<file path="config.mk">
export PLATFORM = sky130hd
export DESIGN_NAME = wresp_chan_mngr
export DESIGN_NICKNAME = d
export VERILOG_FILES = /design/src/rtl/wresp_chan_mngr.sv
export SDC_FILE = /design/constraint.sdc
export NUM_CORES = 1
export LEC_CHECK = 0
export ABC_AREA = 1
export CAP_MARGIN = 40
export CELL_PAD_IN_SITES_DETAIL_PLACEMENT = 1
export CELL_PAD_IN_SITES_GLOBAL_PLACEMENT = 1
export CORE_UTILIZATION = 41
export DETAILED_ROUTE_END_ITERATION = 6
export PLACE_DENSITY = 0.95
export SKIP_CTS_REPAIR_TIMING = 1
export SYNTH_ARGS = -nofsm -noshare
export SYNTH_HDL_FRONTEND = slang
export SYNTH_SLANG_ARGS = --single-unit
</file>
<file path="constraint.sdc">
create_clock -name clk -period 4.2 [get_ports clk]
set_clock_uncertainty 0.1 [all_clocks]
set_input_delay 1.05 -clock clk [delete_from_list [all_inputs] [get_ports clk]]
set_output_delay 1.05 -clock clk [all_outputs]
set_load 0.005 [all_outputs]
</file>
<file path="src/rtl/wresp_chan_mngr.sv">
// wresp_chan_mngr: manager end of an AXI-style write response channel.
//
// Tracks which write IDs are outstanding, drives bready, and retires the ID
// returned on each B-channel handshake. Every retirement produces a one-cycle
// finish pulse carrying the returned ID back to the write-request side.
//
// Optional build macro: WRESP_TIMEOUT_EN adds a response-wait watchdog that
// raises resp_tout after TIMEOUT_CYC cycles of waiting in RespMwait. Without
// the macro resp_tout is tied low; the port list is identical in both builds.
//
// Parameters:
//   MAX_OUTSTD   maximum simultaneously outstanding IDs (1..16)
//   TIMEOUT_CYC  watchdog limit in cycles (8-bit compare, macro builds only)
//
// Ports:
//   clk, rst_n           clock (posedge) and asynchronous active-low reset
//   bvalid/bready        B-channel handshake (bready is a registered-state decode)
//   bid, bcomp           response ID and completion status (1 = OK)
//   wreq_m_valid/_id     burst issue from the write-request side
//   wreq_m_ready         issue accepted this cycle (combinational)
//   finish_mwr           one-cycle pulse, a response was retired
//   finish_mid           ID of the most recently retired response
//   resp_err             sticky: unexpected bid or bcomp=0
//   err_clr              clears resp_err and resp_tout
//   outstd_cnt           number of outstanding IDs
//   resp_tout            sticky watchdog flag
module wresp_chan_mngr #(
  parameter int unsigned MAX_OUTSTD  = 4,
  parameter int unsigned TIMEOUT_CYC = 255
) (
  input  logic       clk,
  input  logic       rst_n,
  input  logic       bvalid,
  output logic       bready,
  input  logic [3:0] bid,
  input  logic       bcomp,
  input  logic       wreq_m_valid,
  input  logic [3:0] wreq_m_id,
  output logic       wreq_m_ready,
  output logic       finish_mwr,
  output logic [3:0] finish_mid,
  output logic       resp_err,
  input  logic       err_clr,
  output logic [4:0] outstd_cnt,
  output logic       resp_tout
);

  typedef enum logic [1:0] {
    RespMidle = 2'b00,
    RespMwait = 2'b01,
    RespMfin  = 2'b10,
    RespMdefo = 2'b11
  } state_e;

  localparam logic [4:0] MaxCnt = 5'(MAX_OUTSTD);

  state_e      state_q, state_d;
  logic [15:0] pending_q, pending_d;
  logic [4:0]  cnt_q, cnt_d;
  logic [3:0]  finish_mid_q, finish_mid_d;
  logic        resp_err_q, resp_err_d;

  logic issue;
  logic hs;
  logic retire_hit;
  logic err_set;

  // ---------------------------------------------------------------------------
  // Handshake decode. Both ready terms come from registers only, so an ID that
  // is being retired this cycle still reads as pending and cannot be reissued.
  // ---------------------------------------------------------------------------
  assign wreq_m_ready = (cnt_q < MaxCnt) & ~pending_q[wreq_m_id];
  assign issue        = wreq_m_valid & wreq_m_ready;

  assign bready       = (state_q == RespMwait);
  assign finish_mwr   = (state_q == RespMfin);
  assign hs           = bvalid & bready;

  // Only a known ID retires; an unknown one leaves count and pending alone.
  assign retire_hit   = hs & pending_q[bid];
  assign err_set      = hs & (~pending_q[bid] | ~bcomp);

  // ---------------------------------------------------------------------------
  // Outstanding-ID tracking and response bookkeeping
  // ---------------------------------------------------------------------------
  always_comb begin
    pending_d    = pending_q;
    finish_mid_d = finish_mid_q;
    resp_err_d   = resp_err_q;

    if (retire_hit) begin
      pending_d[bid] = 1'b0;
    end
    // Cannot collide with the retire above: a pending ID is never issuable.
    if (issue) begin
      pending_d[wreq_m_id] = 1'b1;
    end

    if (hs) begin
      finish_mid_d = bid;
    end

    // Setting wins over clearing so an error in the clear cycle is not lost.
    if (err_set) begin
      resp_err_d = 1'b1;
    end else if (err_clr) begin
      resp_err_d = 1'b0;
    end
  end

  // Issue and retire in the same cycle cancel out. Ready gating keeps the
  // count at or below MAX_OUTSTD, and a retire needs a set pending bit, so the
  // count can neither overflow nor underflow.
  assign cnt_d = cnt_q + 5'(issue) - 5'(retire_hit);

  // ---------------------------------------------------------------------------
  // Response FSM. RespMwait is the only state with bready high; RespMfin
  // separates handshakes, which limits throughput to one response per two
  // cycles and gives a one-cycle handshake-to-finish latency.
  // ---------------------------------------------------------------------------
  always_comb begin
    state_d = state_q;
    case (state_q)
      RespMidle: begin
        // Uses the post-update count so an issue this cycle opens bready next.
        if (cnt_d != 5'd0) begin
          state_d = RespMwait;
        end
      end
      RespMwait: begin
        if (hs) begin
          state_d = RespMfin;
        end
      end
      RespMfin: begin
        state_d = (cnt_d != 5'd0) ? RespMwait : RespMidle;
      end
      RespMdefo: begin
        state_d = RespMidle;
      end
      default: begin
        state_d = RespMidle;
      end
    endcase
  end

  always_ff @(posedge clk or negedge rst_n) begin
    if (!rst_n) begin
      state_q      <= RespMidle;
      pending_q    <= '0;
      cnt_q        <= '0;
      finish_mid_q <= '0;
      resp_err_q   <= 1'b0;
    end else begin
      state_q      <= state_d;
      pending_q    <= pending_d;
      cnt_q        <= cnt_d;
      finish_mid_q <= finish_mid_d;
      resp_err_q   <= resp_err_d;
    end
  end

  assign outstd_cnt = cnt_q;
  assign finish_mid = finish_mid_q;
  assign resp_err   = resp_err_q;

  // ---------------------------------------------------------------------------
  // Response-wait watchdog
  // ---------------------------------------------------------------------------
`ifdef WRESP_TIMEOUT_EN
  localparam logic [7:0] ToutLim = 8'(TIMEOUT_CYC);

  logic [7:0] wait_cnt_q, wait_cnt_d;
  logic       resp_tout_q, resp_tout_d;
  logic       tout_hit;

  always_comb begin
    wait_cnt_d = wait_cnt_q;
    if ((state_q == RespMidle) || hs) begin
      wait_cnt_d = 8'd0;
    end else if ((state_q == RespMwait) && (wait_cnt_q != ToutLim)) begin
      // Saturates at the limit so the flag condition stays stable while waiting.
      wait_cnt_d = wait_cnt_q + 8'd1;
    end
  end

  // Flag rises in the same edge the counter reaches the limit.
  assign tout_hit = (state_q == RespMwait) && !hs && (wait_cnt_d == ToutLim);

  always_comb begin
    resp_tout_d = resp_tout_q;
    if (tout_hit) begin
      resp_tout_d = 1'b1;
    end else if (err_clr) begin
      resp_tout_d = 1'b0;
    end
  end

  always_ff @(posedge clk or negedge rst_n) begin
    if (!rst_n) begin
      wait_cnt_q  <= '0;
      resp_tout_q <= 1'b0;
    end else begin
      wait_cnt_q  <= wait_cnt_d;
      resp_tout_q <= resp_tout_d;
    end
  end

  assign resp_tout = resp_tout_q;
`else
  // Watchdog absent: the limit parameter has no consumer in this build.
  logic unused_tout_cfg;
  assign unused_tout_cfg = (TIMEOUT_CYC != 0);
  assign resp_tout       = 1'b0;
`endif

endmodule

</file>
==> impl_metrics.env <==
export IMPL_status="finished clean"
export IMPL_finalHoldViolCount=0
export IMPL_clkPwrFrac=0.148
export IMPL_ant_nets=0
export IMPL_seq_area_um2=701
export IMPL_antenna_cells=0
export IMPL_cap_violations=0
export IMPL_yosys_area_top_type="dfrtp_1"
export IMPL_synth_xor_area_frac=0.0133
export IMPL_drt_total_wl_um=6290
export IMPL_muxShareOfSynthArea=0.00570
export IMPL_power_switching_uw=606
export IMPL_synth_edf_count=0
export IMPL_grt_pass1_wl_um=10000
export IMPL_critical_path_class="input port to output port"
export IMPL_synth_seq_cells=28
export IMPL_syn_to_final_growth_pct=22.7
export IMPL_multi_input_area_um2=1090
export IMPL_arrival_ns=2.99
export IMPL_drt_iter0_drc=95
export IMPL_synth_area_leaders="dfrtp_1, nand2_1, nor2_1"
export IMPL_routabilityCongestion=0.902
export IMPL_crit_chain="clkdlybuf4s50_1 -> inv_2 -> nor2_2 -> nand2_1 -> nand2_1 -> nor2_1 -> nor2_2 -> nor2_4 -> and2_4 -> clkdlybuf4s50_1"
export IMPL_async_reset_ff_frac=1.00
export IMPL_tns_ns=0
export IMPL_path_buf_inv=3
export IMPL_numClockSinks=28
export IMPL_track_usage=0.254
export IMPL_period_share=0.986
export IMPL_synth_simple_area_share=0.447
export IMPL_final_max_slew_violation_count=0
export IMPL_cp_top_family="buffers and inverters"
export IMPL_wl_per_cell_um=16.4
export IMPL_die_w_um=71.4
export IMPL_vias=2022
export IMPL_synth_cell_area_um2=1980
export IMPL_synth_top_family_by_area="simple AND/OR/NAND/NOR gates"
export IMPL_start_util=0.439
export IMPL_ys_flop_type="dfrtp_1"
export IMPL_antenna_found_initial=0
export IMPL_synth_compound_area_frac=0.0310
export IMPL_design_area_um2=2420
export IMPL_dr_pass1_iters=4
export IMPL_first_global_vias=2069
export IMPL_drive_gt1_frac=0.0994
export IMPL_top_level_ports=28
export IMPL_cts_tree="yes"
export IMPL_hold_class="flop to flop"
export IMPL_pwr_share_comb=0.526
export IMPL_cpPeakStageDelay_ns=0.53
export IMPL_crit_required_ns=3.05
export IMPL_worst_path_max_delay_cell="clkdlybuf4s50_1"
export IMPL_power_density_nw_per_um2=609
export IMPL_seq_power_share=0.326
export IMPL_drc=0
export IMPL_p_int_uw=871
export IMPL_netlist_area_leader_share=0.355
export IMPL_yosysMostFrequentCell="nand2_1"
export IMPL_end_kind="output port"
export IMPL_row_count=24
export IMPL_path_max_fanout=6
export IMPL_place_area_um2=2290
export IMPL_grt_overflow_total=0
export IMPL_cts_root_buffer_cell="clkbuf_8"
export IMPL_dpl_hpwl_um=4770
export IMPL_cts_inserted_buffers=3
export IMPL_syn_num_nets=318
export IMPL_nNetsFinal=354
export IMPL_portBuffers=26
export IMPL_synthAdderAreaFrac=0.0481
export IMPL_yosysWarnings=0
export IMPL_synth_commonest_cells="nand2_1, nor2_1, dfrtp_1"
export IMPL_cts_htree_levels=1
export IMPL_grt_max_degree=29
export IMPL_clk_latency_ns=0.28
export IMPL_leakage_nw=1.25
export IMPL_period_needed_ns=4.14
export IMPL_core_area_um2=4500
export IMPL_avgSynthCellArea_um2=6.65
export IMPL_p_sw_frac=0.410
export IMPL_ir_worst_vdd_mv=0.458
export IMPL_die_y_um=71.4
export IMPL_setup_viol=0
export IMPL_worst_setup_path_start_kind="input port"
export IMPL_clock_fmax_ghz=0.242
export IMPL_total_power_mw=1.48
export IMPL_dieArea_um2=5100
export IMPL_routed_via_density=5.27
export IMPL_max_clock_path_buffers=2
export IMPL_synthCells=297
export IMPL_nFillCells=594
export IMPL_cts_clk_slew_worst_paths_ns=0.10
export IMPL_yosysSeqAreaShare=0.355
export IMPL_ys_types=28
-- power by group through the flow --
| stage | registers (mW) | logic [mW] | clock network [mW] |
|---|---|---|---|
| after global placement | 0.478 | 0.666 | 0 |
| after floorplan | 0.460 | 0.429 | 0 |
| final | 0.482 | 0.776 | 0.219 |
| after global routing | 0.495 | 0.858 | 0.227 |
| after detailed placement | 0.482 | 0.735 | 0 |
| after CTS | 0.479 | 0.741 | 0.219 |
-- cells in the final DEF (no fill, tap or decap), types with 2 or more instances in the layout --
master	count
nand3_1	22
nor2_2	2
dfrtp_1	28
nor2_1	40
buf_4	15
inv_1	27
nand4_1	17
inv_2	3
o21a_1	4
a21oi_1	2
ha_1	6
clkbuf_8	3
clkdlybuf4s50_1	26
nand2_1	121
-- stage by stage --
stage | instances | util | setup WS, ns | hold slack (ns)
4_1_cts | 378 | 0.525 | -0.0267 | 0.401
5_1_grt | 384 | 0.538 | -0.0295 | 0.430
3_5_place_dp | 374 | 0.509 | -0.307 | 0.379
3_3_place_gp | 374 | 0.509 | 0.0251 | 0.373
2_1_floorplan | 297 | - | 0.659 | 0.362
6_report | 384 | 0.538 | 0.0600 | 0.395
-- registers in the layout, indices dropped and copies added, names as in the netlist --
register / count
resp_err: 1
finish_mid: 4
state_q: 2
outstd_cnt: 5
pending_q: 16
-- cell families (layout without fill, tap and decap cells) --
kind of cell | Yosys count | in the layout
simple gates | 208 | 208
xor+xnor | 3 | 3
fa+ha+maj | 7 | 7
buf+inv | 41 | 76
other cells | 1 | 1
mux | 1 | 1
compound gates | 8 | 8
flops | 28 | 28
-- layer usage --
layer	track usage	vias to the layer above	share of wire
met5	0	-	0
met4	0.0711	0	0.020
met1	0.321	974	0.43
met3	0.0253	10	0.032
li1	-	996	-
met2	0.462	42	0.52
-- final cells by class --
class                           count  area share
Multi-Input combinational cell    228       0.450
Clock buffer                        3      0.0170
Tap cell                           52      0.0268
Inverter                           30      0.0464
Timing Repair Buffer               42       0.158
Clock inverter                      1      0.0124
Sequential cell                    28       0.289
-- path summary, 6_finish.rpt --
path,cells after the start,slack (ns),endpoint,start
worst max-delay path,10,0.06,wreq_m_ready,wreq_m_id[1]
worst min-delay path,1,0.39,finish_mid[1],finish_mid[1]
worst max register to register,19,1.15,state_q[0],pending_q[10]
worst min register to register,1,0.39,finish_mid[1],finish_mid[1]
max in group asynchronous,2,2.67,pending_q[4],rst_n
min in group asynchronous,2,1.04,finish_mid[0],rst_n
(Power assumes the default switching activity.)
